==> config.mk <==
export PLATFORM = sky130hd
export DESIGN_NAME = ddr3_app_arbiter
export DESIGN_NICKNAME = d
export VERILOG_FILES = /design/src/rtl/ddr3_pkg.sv /design/src/rtl/ddr3_app_arbiter.sv
export SDC_FILE = /design/constraint.sdc
export NUM_CORES = 1
export LEC_CHECK = 0
export BUFFER_PORTS_ARGS = -buffer_cell sky130_fd_sc_hd__buf_4
export CAP_MARGIN = 20
export CORE_AREA = 3 3 236 238
export DETAILED_ROUTE_END_ITERATION = 10
export DIE_AREA = 0 0 239 241
export SYNTH_ARGS = -nofsm -noshare
export SYNTH_HDL_FRONTEND = slang
export SYNTH_SLANG_ARGS = --single-unit
==> constraint.sdc <==
create_clock -name clk_ref_i -period 8.3 [get_ports clk_ref_i]
set_input_delay 0.415 -clock clk_ref_i [delete_from_list [all_inputs] [get_ports clk_ref_i]]
set_output_delay 0.415 -clock clk_ref_i [all_outputs]
set_load 0.03 [all_outputs]
==> src/rtl/ddr3_pkg.sv <==
// Shared command codes, arbiter state type and default bus widths for the
// DDR3 MIG application-port arbiter.
package ddr3_pkg;

   localparam int unsigned DEF_ADDR_W = 27;
   localparam int unsigned DEF_DATA_W = 128;

   localparam logic [2:0] CMD_WRITE = 3'b000;
   localparam logic [2:0] CMD_READ  = 3'b001;

   // Consecutive read grants allowed while a write is left waiting.
   localparam int unsigned STARVE_LIMIT = 8;

   typedef enum logic [1:0] {StInit, StIdle, StWr, StRd} arb_state_t;

endpackage

==> src/rtl/ddr3_app_arbiter.sv <==
// Two-requester arbiter (SD-loader writes, HDMI-fetch reads) onto the MIG app
// interface, with an outstanding-read limit and write anti-starvation.
module ddr3_app_arbiter
   import ddr3_pkg::*;
#(
   parameter int unsigned ADDR_W = DEF_ADDR_W,
   parameter int unsigned DATA_W = DEF_DATA_W,
   parameter int unsigned MAX_RD = 8
) (
   input  logic              clk_ref_i,
   input  logic              reset_rtl_0,
   input  logic              init_calib_complete,
   output logic [ADDR_W-1:0] app_addr,
   output logic [2:0]        app_cmd,
   output logic              app_en,
   input  logic              app_rdy,
   output logic [DATA_W-1:0] app_wdf_data,
   output logic              app_wdf_wren,
   output logic              app_wdf_end,
   input  logic              app_wdf_rdy,
   input  logic [DATA_W-1:0] app_rd_data,
   input  logic              app_rd_data_valid,
   input  logic              wr_req,
   input  logic [ADDR_W-1:0] wr_addr,
   input  logic [DATA_W-1:0] wr_data,
   output logic              wr_ack,
   input  logic              rd_req,
   input  logic [ADDR_W-1:0] rd_addr,
   output logic              rd_ack,
   output logic [DATA_W-1:0] rd_data,
   output logic              rd_valid
);

   localparam int unsigned CntW = $clog2(MAX_RD + 1);
   localparam int unsigned StvW = $clog2(STARVE_LIMIT + 1);

   arb_state_t        state_q, state_d;
   logic [CntW-1:0]   rd_cnt_q, rd_cnt_d;
   logic [StvW-1:0]   starve_q, starve_d;
   logic [ADDR_W-1:0] addr_q, addr_d;
   logic [2:0]        cmd_q, cmd_d;
   logic [DATA_W-1:0] wdata_q, wdata_d;
   logic              en_q, en_d;
   logic              wren_q, wren_d;
   logic              wr_ack_q, wr_ack_d;
   logic              rd_ack_q, rd_ack_d;
   logic [DATA_W-1:0] rd_data_q;
   logic              rd_valid_q;

   logic cmd_acc, wdf_acc, rd_accept;

   assign cmd_acc = en_q & app_rdy;
   assign wdf_acc = wren_q & app_wdf_rdy;

   always_comb begin
      state_d   = state_q;
      starve_d  = starve_q;
      addr_d    = addr_q;
      cmd_d     = cmd_q;
      wdata_d   = wdata_q;
      en_d      = en_q;
      wren_d    = wren_q;
      wr_ack_d  = 1'b0;
      rd_ack_d  = 1'b0;
      rd_accept = 1'b0;

      unique case (state_q)
         StInit: begin
            if (init_calib_complete) state_d = StIdle;
         end
         StIdle: begin
            if (!init_calib_complete) begin
               state_d = StInit;
            end else if (rd_req && (rd_cnt_q < CntW'(MAX_RD)) &&
                         (starve_q != StvW'(STARVE_LIMIT))) begin
               state_d = StRd;
               addr_d  = rd_addr;
               cmd_d   = CMD_READ;
               en_d    = 1'b1;
               // Below the limit here, so the increment cannot pass it.
               if (wr_req) starve_d = starve_q + StvW'(1);
            end else if (wr_req) begin
               state_d  = StWr;
               addr_d   = wr_addr;
               cmd_d    = CMD_WRITE;
               wdata_d  = wr_data;
               en_d     = 1'b1;
               wren_d   = 1'b1;
               starve_d = '0;
            end
         end
         StWr: begin
            if (cmd_acc) en_d = 1'b0;
            if (wdf_acc) wren_d = 1'b0;
            // Command and data beat may be taken on different edges, in either order.
            if ((cmd_acc || !en_q) && (wdf_acc || !wren_q)) begin
               wr_ack_d = 1'b1;
               state_d  = StIdle;
            end
         end
         StRd: begin
            if (cmd_acc) begin
               en_d      = 1'b0;
               rd_ack_d  = 1'b1;
               rd_accept = 1'b1;
               state_d   = StIdle;
            end
         end
         default: state_d = StInit;
      endcase
   end

   always_comb begin
      rd_cnt_d = rd_cnt_q;
      case ({rd_accept, app_rd_data_valid})
         2'b10:   rd_cnt_d = rd_cnt_q + CntW'(1);
         2'b01:   if (rd_cnt_q != '0) rd_cnt_d = rd_cnt_q - CntW'(1);
         default: rd_cnt_d = rd_cnt_q;
      endcase
   end

   always_ff @(posedge clk_ref_i or posedge reset_rtl_0) begin
      if (reset_rtl_0) begin
         state_q    <= StInit;
         rd_cnt_q   <= '0;
         starve_q   <= '0;
         addr_q     <= '0;
         cmd_q      <= CMD_WRITE;
         wdata_q    <= '0;
         en_q       <= 1'b0;
         wren_q     <= 1'b0;
         wr_ack_q   <= 1'b0;
         rd_ack_q   <= 1'b0;
         rd_data_q  <= '0;
         rd_valid_q <= 1'b0;
      end else begin
         state_q    <= state_d;
         rd_cnt_q   <= rd_cnt_d;
         starve_q   <= starve_d;
         addr_q     <= addr_d;
         cmd_q      <= cmd_d;
         wdata_q    <= wdata_d;
         en_q       <= en_d;
         wren_q     <= wren_d;
         wr_ack_q   <= wr_ack_d;
         rd_ack_q   <= rd_ack_d;
         rd_data_q  <= app_rd_data;
         rd_valid_q <= app_rd_data_valid;
      end
   end

   assign app_addr     = addr_q;
   assign app_cmd      = cmd_q;
   assign app_en       = en_q;
   assign app_wdf_data = wdata_q;
   assign app_wdf_wren = wren_q;
   assign app_wdf_end  = wren_q;
   assign wr_ack       = wr_ack_q;
   assign rd_ack       = rd_ack_q;
   assign rd_data      = rd_data_q;
   assign rd_valid     = rd_valid_q;

endmodule

==> results of run 1 <==
## cells in the final DEF (no fill, tap or decap), types with 9 or more instances in the layout
master / netlist / layout
clkbuf_8: 0 / 9
mux2_2: 21 / 21
dfrtp_1: 299 / 299
nor2_1: 29 / 29
clkbuf_16: 0 / 36
nor4_1: 28 / 28
a221oi_1: 26 / 26
nand2_1: 12 / 12
clkbuf_1: 9 / 9
dlygate4sd3_1: 0 / 129
mux2_1: 110 / 110
inv_1: 34 / 33
buf_4: 16 / 612
## metrics by stage
stage / area (um2) / instances / util
after floorplan: 10300 / 653 / -
after global placement: 15600 / 1923 / 0.290
after detailed placement: 15600 / 1925 / 0.291
after CTS: 18200 / 2117 / 0.337
after global routing: 18200 / 2118 / 0.338
final: 18200 / 2118 / 0.338
## area by class of cell
cell class | instances | area, um2
clock buffers | 54 | 1060
inverters | 34 | 131
repair buffers | 745 | 5990
well taps | 696 | 871
fillers | 5244 | 35600
clock inverters | 9 | 166
flip-flops and latches | 299 | 7480
multi-input cells | 281 | 2490
## repair_timing
item / CTS / global route
endpoints found under the setup margin: 0 / 0
endpoints found under the hold margin: 149 / 0
buffers inserted: 0 / 0
hold buffers: 129 / 0
resized for setup: 0 / 0
## routing by layer
| layer | part of all wire | routed length (um) | vias to the layer above | GRT usage |
|---|---|---|---|---|
| met5 | 0.00034 | 12 | - | 0 |
| met4 | 0.031 | 1110 | 2 | 0.0471 |
| met3 | 0.079 | 2830 | 76 | 0.0351 |
| met2 | 0.52 | 18700 | 346 | 0.214 |
| met1 | 0.37 | 13000 | 4107 | 0.129 |
| li1 | - | - | 3763 | - |
## kinds of logic after synthesis
| group | share of synthesized area |
|---|---|
| AOI/OAI and AO/OA | 0.0410 |
| xor gates and xnor gates | 0.00170 |
| adders and majority gates | 0.00364 |
| buffers and inverters | 0.0349 |
| DFF | 0.725 |
| muxes | 0.143 |
| other | 0.000363 |
| and+or+nand+nor | 0.0506 |
## sequential cells by signal (all words and copies together) (netlist names)
name / cells
app_addr: 27
app_cmd: 1
app_en: 1
app_wdf_data: 128
app_wdf_end: 1
rd_ack: 1
rd_cnt_q: 4
rd_data: 128
rd_valid: 1
starve_q: 4
state_q: 2
wr_ack: 1
## power groups by stage
stage | registers [mW] | logic, mW | clock network (mW)
2_1_floorplan | 2.97 | 0.626 | 0
3_3_place_gp | 2.17 | 2.42 | 0
3_5_place_dp | 2.18 | 2.50 | 0
4_1_cts | 2.16 | 2.55 | 1.67
5_1_grt | 2.22 | 2.68 | 1.73
6_report | 2.16 | 2.52 | 1.61
## final timing paths
kind | startpoint | depth (start not counted) | slack (ns) | to
setup reg to reg | state_q[1] | 4 | 5.08 | app_wdf_data[65]
max in group asynchronous | reset_rtl_0 | 5 | 5.91 | app_wdf_data[40]
min in group asynchronous | reset_rtl_0 | 3 | 0.49 | rd_data[8]
setup / recovery | state_q[1] | 4 | 5.08 | app_wdf_data[65]
hold / removal | wr_data[110] | 2 | 0.1 | app_wdf_data[110]
hold reg to reg | app_wdf_data[42] | 1 | 0.48 | app_wdf_data[42]
==> impl_metrics.env, run 1 <==
export IMPL_outcome="finished clean"
export IMPL_crit_buf_inv=1
export IMPL_critPathCaptureType="flop"
export IMPL_drt_iter0_drc=204
export IMPL_grt_use_total=0.118
export IMPL_start_kind="flop"
export IMPL_rsz0062_at_grt="no"
export IMPL_wl_per_cell_um=16.8
export IMPL_clkSinkCount=299
export IMPL_cts_made_buffers=35
export IMPL_rows=85
export IMPL_skew_ns=0.0167
export IMPL_firstDrtPassIters=4
export IMPL_leakage_nw=8.77
export IMPL_place_gp_congestion=0.787
export IMPL_slowest_stage="buf_4"
export IMPL_path_clk_slew_ns=0.06
export IMPL_cp_slowest_stage_delay_ns=0.81
export IMPL_layout_min_cycle_time_ns=3.22
export IMPL_async_reset_ff_frac=1.00
export IMPL_syn_to_final_growth_pct=76.2
export IMPL_max_freq_mhz=311
export IMPL_drc=0
export IMPL_swShare=0.374
export IMPL_dieHeight_um=241
export IMPL_antenna_found_initial=1
export IMPL_postRouteAntennaNets=0
export IMPL_cts_tree="done"
export IMPL_finalWirelength_um=35700
export IMPL_critical_path_arrival_ns=3.62
export IMPL_intPower_mw=3.94
export IMPL_avgSynthCellArea_um2=15.8
export IMPL_initial_utilization=0.192
export IMPL_p_comb_frac=0.401
export IMPL_cap_violations=0
export IMPL_netlist_instances=652
export IMPL_grt_max_degree=167
export IMPL_overflow=0
export IMPL_seq_power_share=0.343
export IMPL_timing_final_ws_setup_ns=5.08
export IMPL_crit_chain="nand4b_4, a21oi_4, buf_4, mux2_1"
export IMPL_htree_levels=2
export IMPL_setup_tns_ns=0
export IMPL_first_global_vias=9108
export IMPL_slew_viol_final=0
export IMPL_clk_insertion_delay_late_ns=0.53
export IMPL_grt_pass1_wl_um=53100
export IMPL_critPathMaxFanout=68
export IMPL_synth_edff_count=0
export IMPL_total_power_mw=6.29
export IMPL_synth_most_common_cell="dfrtp_1"
export IMPL_ys_types=50
export IMPL_port_buffers=607
export IMPL_n_antenna_cell=0
export IMPL_drive_gt1_frac=0.490
export IMPL_synthTopCellsByCount="dfrtp_1 (299), mux2_1 (110), inv_1 (34)"
export IMPL_syn_area_um2=10300
export IMPL_worst_slew_pin_slew_ns=1.02
export IMPL_min_period_over_period=0.387
export IMPL_die_area_um2=57600
export IMPL_hold_class="in2reg"
export IMPL_crit_required_ns=8.70
export IMPL_hold_violations=0
export IMPL_pwr_density_cell_nw_per_um2=346
export IMPL_criticalPathCategory="reg2reg"
export IMPL_final_net_count=1717
export IMPL_hpwlAfterDp_um=25900
export IMPL_pre_cts_slack_ns=5.02
export IMPL_clockRootBuffer="clkbuf_16"
export IMPL_synth_largest_area_cell="dfrtp_1"
export IMPL_switchingPower_mw=2.35
export IMPL_ys_top_cells_by_area="dfrtp_1 (72%), mux2_1 (12%), mux2_2 (2.3%)"
export IMPL_clock_power_share=0.257
export IMPL_hold_ws_ns=0.0952
export IMPL_die_width_um=239
export IMPL_ys_ff_latch=299
export IMPL_io_pins=610
export IMPL_max_slew_margin=0.320
export IMPL_ys_warn_count=0
export IMPL_setup_violations=0
export IMPL_design_core_area_um2=53800
export IMPL_dr_total_vias=8294
export IMPL_ir_drop_mv=0.259
export IMPL_via_per_inst=3.92
export IMPL_synth_top_area_frac=0.725
export IMPL_synth_ff_type="dfrtp_1"
export IMPL_ys_seq_area_frac=0.725
export IMPL_path_delay_family="buffers and inverters"
export IMPL_clockBufferDepth=3
Power figures use the tool's default switching activity.
==> inputs of run 2 (changes only) <==
CORE_AREA = 3 3 234 236   (was 3 3 236 238)
DIE_AREA = 0 0 237 239   (was 0 0 239 241)
clock period = 3.1 ns   (was 8.3 ns; I/O delays follow)
==> run 2 against run 1 <==
  * Largest cell class is now non-clock buffers
  * Final area is 9.6% higher
  * Clock skew is 0.0025 ns lower
  * Flip-flop and latch count stayed put
  * Maximum frequency is 14% higher
  * Global-route usage is 2.0 points higher
  * Hold slack worse by 0.045 ns
==> impl_metrics.env, run 2 (synthesis results as in run 1) <==
export IMPL_hold_class="in2reg"
export IMPL_hold_violations=0
export IMPL_criticalPathCategory="reg2reg"
export IMPL_place_area_um2=15700
export IMPL_overflow=0
export IMPL_crit_required_ns=3.55
export IMPL_postCtsSetupBuffers=0
export IMPL_setup_tns_ns=0
export IMPL_critPathCaptureType="flop"
export IMPL_slowest_stage="a211o_1"
export IMPL_finalInstanceArea_um2=19900
export IMPL_critPathMaxFanout=29
export IMPL_ir_drop_mv=0.592
export IMPL_first_global_vias=10200
export IMPL_finalWirelength_um=40200
export IMPL_pwr_density_cell_nw_per_um2=861
export IMPL_port_buffers=607
export IMPL_drt_iter0_drc=301
export IMPL_outcome="finished clean"
export IMPL_dr_total_vias=9107
export IMPL_crit_chain="nand3b_4, a211o_1, a221oi_1, dlygate4sd3_1"
export IMPL_dieHeight_um=239
export IMPL_hold_ws_ns=0.0498
export IMPL_worst_slew_pin_slew_ns=1.04
export IMPL_syn_to_final_growth_pct=93.2
export IMPL_rsz0062_at_grt="no"
export IMPL_layout_min_cycle_time_ns=2.83
export IMPL_final_cell_mix="buf_4 (614), dlygate4sd3_1 (308), dfrtp_1 (299)"
export IMPL_path_delay_family="compound AO/OA/AOI/OAI gates"
export IMPL_initial_utilization=0.196
export IMPL_clockRootBuffer="clkbuf_16"
export IMPL_clockBufferDepth=3
export IMPL_grt_max_degree=121
export IMPL_cts_tree="done"
export IMPL_max_slew_margin=0.306
export IMPL_skew_ns=0.0142
export IMPL_hpwlAfterDp_um=27400
export IMPL_wl_per_cell_um=17.5
export IMPL_start_kind="flop"
export IMPL_clk_insertion_delay_late_ns=0.53
export IMPL_antenna_found_initial=3
export IMPL_layout_cells_non_filler=2294
export IMPL_layout_commonest_cell="buf_4"
export IMPL_path_clk_slew_ns=0.05
export IMPL_crit_buf_inv=1
export IMPL_postRouteAntennaNets=0
export IMPL_total_power_mw=17.2
export IMPL_slew_viol_final=0
export IMPL_place_inst=1920
export IMPL_rows=84
export IMPL_die_width_um=237
export IMPL_die_area_um2=56600
export IMPL_cap_violations=0
export IMPL_fillers=4914
export IMPL_cts_resized=0
export IMPL_critical_path_arrival_ns=3.28
export IMPL_htree_levels=2
export IMPL_final_net_count=1901
export IMPL_drive_gt1_frac=0.435
export IMPL_via_per_inst=3.97
export IMPL_place_gp_congestion=0.769
export IMPL_cts_made_buffers=37
export IMPL_clkSinkCount=299
export IMPL_firstDrtPassIters=6
export IMPL_max_freq_mhz=353
export IMPL_min_period_over_period=0.913
export IMPL_cp_slowest_stage_delay_ns=0.78
export IMPL_io_pins=610
export IMPL_leakage_nw=9.49
export IMPL_grt_use_total=0.138
export IMPL_design_core_area_um2=52700
export IMPL_setup_violations=0
export IMPL_drc=0
export IMPL_grt_pass1_wl_um=61100
-- run 2: tightest hold or removal path: stages --
cell	delay (ns)
buf_4	0.09
nor4_1	0.05
a221oi_1	0.20
-- run 2: worst paths after layout --
path | start | to | slack [ns] | cells after the start
worst max-delay path | state_q[0] | app_addr[20] | 0.27 | 4
worst min register to register | app_wdf_data[35] | app_wdf_data[35] | 0.48 | 1
worst min-delay path | rd_addr[5] | app_addr[5] | 0.05 | 3
worst max register to register | state_q[0] | app_addr[20] | 0.27 | 4
max in group asynchronous | reset_rtl_0 | app_wdf_data[69] | 1.82 | 5
min in group asynchronous | reset_rtl_0 | app_wdf_data[79] | 0.30 | 4
-- run 2: per-layer routing --
metal / wire [um] / track usage
met5: 0 / 0
met4: 1370 / 0.0550
met3: 2800 / 0.0360
met2: 20900 / 0.246
met1: 15100 / 0.157
-- run 2: repair_timing --
item                                    in CTS  in global routing
hold buffers                               308                  0
endpoints found under the setup margin       0                  0
endpoints found under the hold margin      434                  0
-- run 2: layout make-up --
class	instances	area, um2	share of cell area
timing repair buffer	927	7800	0.391
inverter	34	131	0.00659
sequential	299	7480	0.375
antenna	2	5.00	0.000251
clock buffer	51	1020	0.0511
tap	688	861	0.0432
clock inverter	12	154	0.00772
multi-input combinational	281	2490	0.125
-- run 2: power breakdown --
part           switching, mW  leakage (nW)  internal (mW)  total, mW
logic                   4.13          5.39           3.06       7.19
clock network           1.66         0.577           2.55       4.21
registers              0.695          3.51           5.08       5.78
total                   6.49          9.49           10.7       17.2
-- run 2: stage by stage --
stage | worst slack (ns) | util
floorplan | -1.03 | -
global placement | 0.923 | 0.297
detailed placement | 0.815 | 0.297
CTS | 0.331 | 0.378
global route | 0.0674 | 0.379
finish | 0.270 | 0.379
==> inputs of run 3 (changes only) <==
CORE_AREA = 3 3 236 238   (was 3 3 234 236)
DIE_AREA = 0 0 239 241   (was 0 0 237 239)
clock period = 2.5 ns   (was 3.1 ns; I/O delays follow)
==> run 3 against run 2 <==
  * Combinational power up 25%
  * Critical endpoint is now app_addr[24]
  * Core utilization down 0.39 points
  * Hold slack better by 0.014 ns
==> impl_metrics.env, run 3 (synthesis results as in run 1) <==
export IMPL_critical_path_arrival_ns=2.86
export IMPL_antenna_found_initial=2
export IMPL_clockBufferDepth=3
export IMPL_die_width_um=239
export IMPL_cap_violations=0
export IMPL_critPathMaxFanout=27
export IMPL_max_slew_margin=0.659
export IMPL_skew_ns=0.0102
export IMPL_clkSinkCount=299
export IMPL_layout_commonest_cell="buf_4"
export IMPL_outcome="finished clean"
export IMPL_criticalPathCategory="reg2reg"
export IMPL_postCtsSetupBuffers=0
export IMPL_cts_made_buffers=35
export IMPL_overflow=0
export IMPL_hold_violations=0
export IMPL_r2r_start="starve_q[0]"
export IMPL_grt_max_degree=75
export IMPL_final_cell_mix="buf_4 (628), dlygate4sd3_1 (314), dfrtp_1 (299)"
export IMPL_layout_cells_non_filler=2320
export IMPL_cts_tree="done"
export IMPL_leakage_nw=9.59
export IMPL_final_net_count=1921
export IMPL_ir_drop_mv=0.679
export IMPL_clockRootBuffer="clkbuf_16"
export IMPL_clk_insertion_delay_late_ns=0.53
export IMPL_grt_pass1_wl_um=59000
export IMPL_max_freq_mhz=417
export IMPL_cp_startpoint="starve_q[0]"
export IMPL_place_area_um2=15800
export IMPL_finalInstanceArea_um2=20200
export IMPL_intPower_mw=13.4
export IMPL_p_comb_frac=0.419
export IMPL_clock_power_share=0.245
export IMPL_hpwlAfterDp_um=26700
export IMPL_min_period_over_period=0.960
export IMPL_critPathCaptureType="flop"
export IMPL_hold_class="in2reg"
export IMPL_start_kind="flop"
export IMPL_fillers=5007
export IMPL_io_pins=610
export IMPL_place_gp_congestion=0.811
export IMPL_postRouteAntennaNets=0
export IMPL_initial_utilization=0.192
export IMPL_rows=85
export IMPL_first_global_vias=10300
export IMPL_drive_gt1_frac=0.442
export IMPL_switchingPower_mw=8.06
export IMPL_seq_power_share=0.336
export IMPL_setup_violations=0
export IMPL_port_buffers=607
export IMPL_design_core_area_um2=53800
export IMPL_total_power_mw=21.5
export IMPL_finalWirelength_um=39600
export IMPL_dr_total_vias=9265
export IMPL_slew_viol_final=0
export IMPL_grt_use_total=0.131
export IMPL_syn_to_final_growth_pct=95.4
export IMPL_dieHeight_um=241
export IMPL_worst_slew_pin_slew_ns=0.511
export IMPL_firstDrtPassIters=4
export IMPL_htree_levels=2
export IMPL_place_inst=1945
export IMPL_layout_min_cycle_time_ns=2.40
export IMPL_pwr_density_cell_nw_per_um2=1060
export IMPL_rsz0062_at_grt="no"
export IMPL_die_area_um2=57600
export IMPL_wl_per_cell_um=17.1
export IMPL_path_clk_slew_ns=0.06
export IMPL_drt_iter0_drc=253
export IMPL_drc=0
export IMPL_via_per_inst=3.99
export IMPL_hold_start="rd_addr[21]"
export IMPL_swShare=0.376
export IMPL_crit_required_ns=2.96
==> run 3: cell type report <==
type                            count  area [um2]  share of cell area
Antenna cell                        2        5.00            0.000248
Clock buffer                       52        1060              0.0526
Clock inverter                      7         128             0.00633
Inverter                           34         131             0.00651
Multi-Input combinational cell    281        2500               0.124
Sequential cell                   299        7480               0.371
Tap cell                          696         871              0.0432
Timing Repair Buffer              949        7990               0.396
==> run 3: worst paths after layout <==
check | endpoint | slack [ns] | cells past startpoint
setup / recovery | app_addr[24] | 0.1 | 7
hold / removal | app_addr[21] | 0.06 | 3
setup reg to reg | app_addr[24] | 0.1 | 7
hold reg to reg | app_wdf_data[59] | 0.49 | 1
max in group asynchronous | rd_data[92] | 1.38 | 5
min in group asynchronous | app_wdf_data[73] | 0.22 | 3
==> run 3: stage by stage <==
step	worst slack, ns	hold WS, ns	TNS (ns)	util
global placement	0.410	0.194	0	0.294
finish	0.0995	0.0635	0	0.375
floorplan	-1.60	0.156	-477.82	-
detailed placement	0.341	0.199	0	0.294
CTS	0.101	0.0173	0	0.374
global route	0.00745	0.0650	0	0.375
==> run 3: repair_timing <==
item / 4_1_cts / 5_1_grt
endpoints found under the hold margin: 325 / 0
endpoints found under the setup margin: 0 / 26
hold buffers: 314 / 0
gates resized for setup: 0 / 3
==> run 3: power by group through the flow <==
stage,Clock (mW),Sequential (mW),Combinational (mW)
floorplan,0,9.85,2.08
global placement,0,7.23,8.13
detailed placement,0,7.26,8.25
CTS,5.45,7.19,8.97
global route,5.65,7.38,9.50
finish,5.26,7.21,8.99
==> run 3: per-layer routing <==
layer / routed length (um) / track usage / vias to the layer above / share of wire
met5: 0 / 0 / - / 0
met4: 1300 / 0.0533 / 0 / 0.033
met3: 2720 / 0.0341 / 80 / 0.069
met2: 21100 / 0.243 / 378 / 0.53
met1: 14500 / 0.141 / 4644 / 0.36
li1: - / - / 4163 / -
==> run 3: critical path, cell delays in order (launching register included) <==
cell	delay [ns]
dfrtp_1	0.38
inv_1	0.07
ha_1	0.22
nor4bb_2	0.18
a211o_1	0.29
buf_6	0.21
a221oi_1	0.36
dlygate4sd3_1	0.60
